**config.mk**
```make
export PLATFORM = sky130hd
export DESIGN_NAME = boot_bus_translator
export DESIGN_NICKNAME = d
export VERILOG_FILES = /design/src/rtl/boot_bus_translator.sv
export SDC_FILE = /design/constraint.sdc
export NUM_CORES = 1
export LEC_CHECK = 0
export ABC_AREA = 1
export BUFFER_PORTS_ARGS = -buffer_cell sky130_fd_sc_hd__clkbuf_2
export CORE_AREA = 2 2 195 158
export DETAILED_ROUTE_END_ITERATION = 7
export DIE_AREA = 0 0 197 160
export PLACE_DENSITY = 0.86
export SLEW_MARGIN = 20
export SYNTH_ARGS = -nofsm -noshare
export SYNTH_HDL_FRONTEND = slang
export SYNTH_SLANG_ARGS = --single-unit
```
**constraint.sdc**
```tcl
create_clock -name clk -period 6.5 [get_ports clk]
set_input_delay 1.3 -clock clk [delete_from_list [all_inputs] [get_ports clk]]
set_output_delay 1.3 -clock clk [all_outputs]
set_load 0.03 [all_outputs]
```
**src/rtl/boot_bus_translator.sv**
```systemverilog
// rtl/boot_bus_translator.sv - boot control payload requests to AHB-Lite INCR4 bursts
module boot_bus_translator #(
  parameter int pAHB_ADDR_WIDTH    = 32,
  parameter int pAHB_DATA_WIDTH    = 32,
  parameter int pPAYLOAD_SIZE_BITS = 128
) (
  input  logic                          clk,
  input  logic                          rst,
  input  logic                          bootControl_bus_go,
  input  logic [pAHB_ADDR_WIDTH-1:0]    bootControl_bus_addr,
  input  logic [pPAYLOAD_SIZE_BITS-1:0] bootControl_bus_write,
  input  logic                          bootControl_bus_RW,
  output logic                          bootControl_bus_done,
  output logic [pPAYLOAD_SIZE_BITS-1:0] bootControl_bus_rdData,
  output logic                          bootControl_bus_err,
  output logic                          bootControl_bus_busy,
  output logic [pAHB_ADDR_WIDTH-1:0]    HADDR,
  output logic [1:0]                    HTRANS,
  output logic                          HWRITE,
  output logic [2:0]                    HSIZE,
  output logic [2:0]                    HBURST,
  output logic [pAHB_DATA_WIDTH-1:0]    HWDATA,
  input  logic [pAHB_DATA_WIDTH-1:0]    HRDATA,
  input  logic                          HREADY,
  input  logic                          HRESP
);

  localparam int LP_BEATS = pPAYLOAD_SIZE_BITS / pAHB_DATA_WIDTH;
  localparam int LP_BW    = (LP_BEATS > 1) ? $clog2(LP_BEATS) : 1;
  localparam int LP_BYTES = pAHB_DATA_WIDTH / 8;
  localparam int LP_ALIGN = $clog2(pPAYLOAD_SIZE_BITS / 8);
  localparam logic [pAHB_ADDR_WIDTH-1:0] LP_ALIGN_MASK = ~pAHB_ADDR_WIDTH'((1 << LP_ALIGN) - 1);
  localparam logic [1:0] LP_TR_IDLE   = 2'b00;
  localparam logic [1:0] LP_TR_NONSEQ = 2'b10;
  localparam logic [1:0] LP_TR_SEQ    = 2'b11;

  typedef enum logic [2:0] {S_IDLE, S_ADDR0, S_BURST, S_LASTDATA, S_DONE} state_t;

  state_t                        r_state, w_state_nxt;
  logic [pAHB_ADDR_WIDTH-1:0]    r_addr, w_addr_nxt;
  logic [pPAYLOAD_SIZE_BITS-1:0] r_payload, w_payload_nxt;
  logic                          r_rw, w_rw_nxt;
  logic [LP_BW-1:0]              r_beat, w_beat_nxt;
  logic                          r_abort, w_abort_nxt;
  logic [pAHB_ADDR_WIDTH-1:0]    r_haddr, w_haddr_nxt;
  logic [1:0]                    r_htrans, w_htrans_nxt;
  logic                          r_hwrite, w_hwrite_nxt;
  logic [pAHB_DATA_WIDTH-1:0]    r_hwdata, w_hwdata_nxt;
  logic                          r_err, w_err_nxt;
  logic [pPAYLOAD_SIZE_BITS-1:0] r_rd_data, w_rd_data_nxt;
  logic                          r_done, r_busy;

  // r_beat is the beat whose address phase is on the bus; its data phase trails by one.
  logic [LP_BW-1:0]              w_beat_inc, w_beat_dec;
  logic [pAHB_ADDR_WIDTH-1:0]    w_addr_inc;
  logic [pAHB_DATA_WIDTH-1:0]    w_word_cur;
  logic                          w_last;

  assign w_beat_inc = r_beat + LP_BW'(1);
  assign w_beat_dec = r_beat - LP_BW'(1);
  assign w_addr_inc = r_addr + pAHB_ADDR_WIDTH'(w_beat_inc) * pAHB_ADDR_WIDTH'(LP_BYTES);
  assign w_word_cur = r_payload[int'(r_beat)*pAHB_DATA_WIDTH +: pAHB_DATA_WIDTH];
  assign w_last     = (r_beat == LP_BW'(LP_BEATS - 1));

  always_comb begin
    w_state_nxt   = r_state;
    w_addr_nxt    = r_addr;
    w_payload_nxt = r_payload;
    w_rw_nxt      = r_rw;
    w_beat_nxt    = r_beat;
    w_abort_nxt   = r_abort;
    w_haddr_nxt   = r_haddr;
    w_htrans_nxt  = r_htrans;
    w_hwrite_nxt  = r_hwrite;
    w_hwdata_nxt  = r_hwdata;
    w_err_nxt     = r_err;
    w_rd_data_nxt = r_rd_data;
    case (r_state)
      S_IDLE: begin
        if (bootControl_bus_go) begin
          w_state_nxt   = S_ADDR0;
          w_addr_nxt    = bootControl_bus_addr & LP_ALIGN_MASK;
          w_payload_nxt = bootControl_bus_write;
          w_rw_nxt      = bootControl_bus_RW;
          w_beat_nxt    = '0;
          w_abort_nxt   = 1'b0;
          w_err_nxt     = 1'b0;
          w_haddr_nxt   = bootControl_bus_addr & LP_ALIGN_MASK;
          w_htrans_nxt  = LP_TR_NONSEQ;
          w_hwrite_nxt  = bootControl_bus_RW;
        end
      end
      S_ADDR0: begin
        if (HREADY) begin
          w_state_nxt  = S_BURST;
          w_beat_nxt   = w_beat_inc;
          w_haddr_nxt  = w_addr_inc;
          w_htrans_nxt = LP_TR_SEQ;
          w_hwdata_nxt = w_word_cur;
        end
      end
      S_BURST: begin
        // An ERROR response cancels the pending address phase by dropping to IDLE.
        if (HRESP) begin
          w_htrans_nxt = LP_TR_IDLE;
          if (HREADY) begin
            w_state_nxt = S_DONE;
            w_err_nxt   = 1'b1;
          end else begin
            w_state_nxt = S_LASTDATA;
            w_abort_nxt = 1'b1;
          end
        end else if (HREADY) begin
          if (!r_rw) begin
            w_rd_data_nxt[int'(w_beat_dec)*pAHB_DATA_WIDTH +: pAHB_DATA_WIDTH] = HRDATA;
          end
          w_hwdata_nxt = w_word_cur;
          if (w_last) begin
            w_state_nxt  = S_LASTDATA;
            w_htrans_nxt = LP_TR_IDLE;
          end else begin
            w_beat_nxt  = w_beat_inc;
            w_haddr_nxt = w_addr_inc;
          end
        end
      end
      S_LASTDATA: begin
        if (HREADY) begin
          w_state_nxt = S_DONE;
          if (HRESP || r_abort) begin
            w_err_nxt = 1'b1;
          end else if (!r_rw) begin
            w_rd_data_nxt[int'(r_beat)*pAHB_DATA_WIDTH +: pAHB_DATA_WIDTH] = HRDATA;
          end
        end
      end
      S_DONE:  w_state_nxt = S_IDLE;
      default: w_state_nxt = S_IDLE;
    endcase
  end

  always_ff @(posedge clk) begin
    if (rst) begin
      r_state   <= S_IDLE;
      r_addr    <= '0;
      r_payload <= '0;
      r_rw      <= 1'b0;
      r_beat    <= '0;
      r_abort   <= 1'b0;
      r_haddr   <= '0;
      r_htrans  <= LP_TR_IDLE;
      r_hwrite  <= 1'b0;
      r_hwdata  <= '0;
      r_err     <= 1'b0;
      r_rd_data <= '0;
      r_done    <= 1'b0;
      r_busy    <= 1'b0;
    end else begin
      r_state   <= w_state_nxt;
      r_addr    <= w_addr_nxt;
      r_payload <= w_payload_nxt;
      r_rw      <= w_rw_nxt;
      r_beat    <= w_beat_nxt;
      r_abort   <= w_abort_nxt;
      r_haddr   <= w_haddr_nxt;
      r_htrans  <= w_htrans_nxt;
      r_hwrite  <= w_hwrite_nxt;
      r_hwdata  <= w_hwdata_nxt;
      r_err     <= w_err_nxt;
      r_rd_data <= w_rd_data_nxt;
      r_done    <= (w_state_nxt == S_DONE);
      r_busy    <= (w_state_nxt != S_IDLE);
    end
  end

  assign bootControl_bus_done   = r_done;
  assign bootControl_bus_rdData = r_rd_data;
  assign bootControl_bus_err    = r_err;
  assign bootControl_bus_busy   = r_busy;
  assign HADDR                  = r_haddr;
  assign HTRANS                 = r_htrans;
  assign HWRITE                 = r_hwrite;
  assign HWDATA                 = r_hwdata;
  assign HSIZE                  = 3'b010;
  assign HBURST                 = 3'b011;

endmodule
```
* Yosys cells after proc, flatten, opt, wreduce, memory -nomap -nowiden
Cells that the tools add are included.
** Cells by class
- Magnitude comparators :: 0
- Multiply operators :: 0
- Multiplexer cells :: 47
- Reductions and logical operators :: 15
- Div/mod/pow operators :: 0
- Add/sub/neg operators :: 5
- Bitwise logic cells :: 0
- Equality and inequality tests :: 19
- Shifts and indexed selects :: 5
** Operators by type and width (number)
- 2-to-1 mux 128 bit :: 6
- bitwise mux 128 bit :: 2
- one-hot mux 128 bit (2 select lines) :: 1
- variable shift 32 x 33 -> 128 bit, first input constant :: 2
- indexed part select 32 x 33 -> 128 bit :: 2
- 2-to-1 mux 32 bit :: 7
- indexed part select 128 x 8 -> 32 bit :: 1
- one-hot mux 32 bit (3 select lines) :: 1
- negator 7 -> 33 bit :: 2
- one-hot mux 32 bit (2 select lines) :: 1
- adder 32 x 4 -> 32 bit :: 1
- != test 2 bit, second input constant :: 12
- 2-to-1 mux 3 bit :: 7
- 2-to-1 mux 2 bit :: 10
- one-hot mux 2 bit (3 select lines) :: 2
- one-hot mux 3 bit (4 select lines) :: 1
- AND reduction 6 bit :: 2
- nonzero test 3 bit :: 3
- 2-to-1 mux 1 bit :: 7
- AND reduction 7 bit :: 1
- == test 3 x 2 -> 1 bit, second input constant :: 2
- != test 3 bit, second input constant :: 2
- nonzero test 2 bit :: 3
- AND reduction 5 bit :: 1
- 11 further kinds :: 12
** Word-level totals
- Memories kept :: 0
- Latch bits :: 0
- Memory bits (writable) :: 0
- Memory bits (read-only) :: 0
- Input port bits :: 198
- Output and inout port bits :: 204
- Logic and storage cells :: 104
- Flip-flop bits (word level) :: 360

* Depth between registers and ports, before layout
- Depth after elaboration :: 8
- Gate-level depth with buffers :: 16
- Mapped depth without buffers :: 11

* Least setup slack after synthesis
Ideal clock, no wire load.
- Path type :: reg2reg
- Start :: register r_beat[0]
- End :: register r_rd_data[100] (netlist: bootControl_bus_rdData[100])
- Path slack :: 3.966 ns
- Data arrival time :: 2.470 ns
- Stages on the path, launching flop included :: 13
- Clock period less this slack :: 2.534 ns
- Library setup time :: 0.064 ns
- Path buffers :: 4
- Data required time :: 6.436 ns
- Path through :: dfxtp_1 -> clkbuf_1 -> inv_2 -> buf_2 -> clkbuf_1 -> ha_1 -> inv_2 -> nand3_1 -> o21ai_2 -> buf_2 -> nand2_1 -> and2_1 -> nor2_1
** On the way
- Cells in the longest elaborated chain, start to end :: 8
- Elaborated cells on any way between the ends :: 16
- Those cells by class :: add/sub: 3; shift: 4; mux: 9
** Ends and longest elaborated chain
- start, declared :: line 43 : logic [LP_BW-1:0] r_beat, w_beat_nxt;
- start signal, assigned :: line 163 : r_beat <= w_beat_nxt;
- subtractor 2 x 1 -> 2 bit :: line 60 : assign w_beat_dec = r_beat - LP_BW'(1);
- negator 7 -> 33 bit :: line 115 : w_rd_data_nxt[int'(w_beat_dec)*pAHB_DATA_WIDTH +: pAHB_DATA_WIDTH] = HRDATA;
- indexed part select 32 x 33 -> 128 bit or variable shift 32 x 33 -> 128 bit (tied branches) :: line 115
- bitwise mux 128 bit :: line 115
- 2-to-1 mux 128 bit :: line 114 : if (!r_rw) begin
- 2-to-1 mux 128 bit :: line 113 : end else if (HREADY) begin
- 2-to-1 mux 128 bit :: line 104 : if (HRESP) begin
- one-hot mux 128 bit (2 select lines) * :: line 78 : case (r_state)
- end signal, assigned :: line 170 : r_rd_data <= w_rd_data_nxt;
- end, declared :: line 50 : logic [pPAYLOAD_SIZE_BITS-1:0] r_rd_data, w_rd_data_nxt;
Every way passes the cells marked *; elsewhere a longest branch is shown, timed or not. The select of a mux whose other input is x is not followed.
A chain may end at the register's enable or synchronous reset.

* Final worst setup path
- Start :: register r_beat[0]
- End :: register r_rd_data[23] (netlist: bootControl_bus_rdData[23])
Same word-level chain as after synthesis.

==> out/results.ini <==
[run_status]
outcome = finished clean

[worst_setup_path]
path_class = register to register
required_ps = 6910
ff2ff_setup_slack_ps = 2520
worstSetupEndpointType = register
timing.rr.end = bootControl_bus_rdData[23]
crit-reg2reg-launch = r_beat[0]
arrival_ps = 4380
r2r.worst_path.cells = 11
cp_max_fo = 68
start_kind = register

[power]
p_leak_nw = 9.72
ir_drop_v = 0.000223
power_density_nw_per_um2 = 283

[clock_network]
cts_root_buf = clkbuf_16
clkSinkCount = 356
hold_buffers = 0
cts_resized = 0
clk_pin_slew_worst_paths_ps = 60
post_cts_buffers = 0
numCtsBuffers = 36
insertion_delay_ps = 520
h-tree-depth = 2
cts_tree = built
cts_buffer_depth = 3

[die]
fp-row-count = 57
die_x_um = 197
core_area_um2 = 29800
io_pins = 402
start_util = 0.578
fp.dieH_um = 160
die-area_um2 = 31500

[synthesis]
synth_cells = 2759
synth_top_family_by_area = simple AND/OR/NAND/NOR gates
synth_top_cell_by_area = dfxtp_1
ys_ff_latch = 356
synthSimpleGateAreaFrac = 0.319
synthXorXnorAreaFrac = 0
postSynthAreaPerCell_um2 = 6.25
synth_area_leaders = dfxtp_1, nand2_1, nor2_1, o21ai_0, inv_1
synth_compound_area_frac = 0.140
seq_area_frac_synth = 0.413
synth_area_um2 = 17200
synth_fa_ha_area_frac = 0.00290
yosysWarningCount = 0
synth.distinct_cells = 24
synthMuxAreaShare = 0
synth.top_cell.area_share = 0.413

[global_routing]
grt_antenna_before_repair = 8
grt_use_total = 0.328
grt_pass1_vias = 16200
grt_max_degree = 222
grt_pass1_wl_mm = 83.8
overflow = 0

[sta]
tightest_slew_ps = 1130
setup_viol = 0
fmax_mhz = 251
whs_ps = 441
slew_headroom = 0.242
setup_tns_ps = 0
hold_violations = 0
slew_viol_final = 0
finalCritPeriodShare = 0.612
fin_skew_ps = 15.5
period_needed_ps = 3980
grt_setup_unrepaired = no

[place]
gp_congestion = 0.929
portBuffers = 389
dpl.hpwl_mm = 35.8

[final_layout]
final_common_cell = nand2_1
area_growth_pct = 16.8
final_cell_mix = nand2_1, nor2_1, clkbuf_2
fin_nets = 3215
drive_above_1_share = 0.161

[hold_path]
worstHoldStart = r_payload[10]
holdPathEnd = r_payload[10]
min_path_type = register to register
whs_path_depth = 2

[detailed_routing]
antenna_left = 0
viasPerCell = 5.31
vias = 18200
dr.pass1.iters = 7
dr.max_layer_used = met5
met2_length_mm = 22.0
drc = 0
dr.first_iter.drc_count = 1903
wl_met1_mm = 22.8
avgRoutedWirePerCell_um = 15.6
wl_mm = 53.5
wl_met3_mm = 6.34

[flow_run]
maxCapViolCount = 0

-- final cells by class --
type,instances,area [um^2]
Antenna cell,7,17.5
Clock buffer,51,1050
Multi-Input combinational cell,1881,8030
Inverter,328,1240
Fill cell,2685,9670
Clock inverter,10,71.3
Tap cell,383,479
Timing Repair Buffer,410,2120
Sequential cell,356,7130
-- worst max path at each step --
stage	from	endpoint	depth (start not counted)
after CTS	r_beat[0]	bootControl_bus_rdData[24]	11
after floorplan	r_beat[0]	bootControl_bus_rdData[100]	12
final	r_beat[0]	bootControl_bus_rdData[23]	11
after detailed placement	r_state[0]	HWDATA[17]	8
after global placement	r_beat[0]	bootControl_bus_rdData[24]	11
after global routing	r_beat[0]	bootControl_bus_rdData[25]	11
-- state kept, by name (all words and copies together), names as in the netlist --
register and cells:
bootControl_bus_rdData 128, bootControl_bus_busy 1, r_payload 128, r_beat 1, bootControl_bus_done 1, HTRANS 2
HADDR 29, HWDATA 32, r_addr 28, HWRITE 1, r_abort 1, bootControl_bus_err 1
r_state 3
-- cells in the mapped netlist --
| cell type | n |
|---|---|
| a21oi_1 | 226 |
| and2_1 | 18 |
| buf_1 | 8 |
| buf_2 | 75 |
| buf_4 | 18 |
| clkbuf_1 | 99 |
| clkinv_1 | 1 |
| conb_1 | 2 |
| dfxtp_1 | 356 |
| ha_1 | 4 |
| inv_1 | 320 |
| inv_2 | 7 |
| nand2_1 | 646 |
| nand3_1 | 74 |
| nand3_2 | 2 |
| nand3b_1 | 3 |
| nand4_1 | 36 |
| nor2_1 | 602 |
| nor2_2 | 1 |
| nor2_4 | 4 |
| nor3_1 | 1 |
| o211ai_1 | 1 |
| o21ai_0 | 253 |
| o21ai_2 | 2 |
-- power breakdown --
part	switching (W)	internal, W
combinational	0.000899	0.000356
sequential	0.000101	0.00236
clock	0.000862	0.00113
total	0.00186	0.00384
-- per-layer routing --
metal / vias up / global-route usage
li1: 8986 / -
met1: 8113 / 0.459
met2: 926 / 0.471
met3: 159 / 0.0946
met4: 2 / 0.145
met5: - / 0
-- per-stage QoR --
step | cell area, um^2 | total power [W] | cells | setup slack (ps) | util
global placement | 19000 | 0.00368 | 3357 | 2770 | 0.637
detailed placement | 19000 | 0.00372 | 3357 | 2750 | 0.637
finish | 20100 | 0.00570 | 3426 | 2520 | 0.675
CTS | 20100 | 0.00570 | 3418 | 2720 | 0.674
global route | 20100 | 0.00597 | 3426 | 2370 | 0.675
floorplan | 17300 | 0.00337 | 2765 | 3970 | -
-- critical path, stage by stage (launching register included) --
cell and delay (ps):
dfxtp_4 780, inv_2 510, ha_1 540, inv_2 580, nand2_1 100, nand3_1 110
buf_4 430, nor2_1 90, nor2_1 440, nand2_1 120, nand2_1 90, nor2_1 50
-- logic make-up (layout without fill, tap and decap cells) --
logic type               count (synthesis)  after routing
flip-flops                             356            356
buffers and inverters                  528            799
AND/OR/NAND/NOR                       1387           1387
adder cells (fa/ha/maj)                  4              4
other                                    2             15
AO/OA/AOI/OAI                          482            482
(Power assumes the default switching activity.)
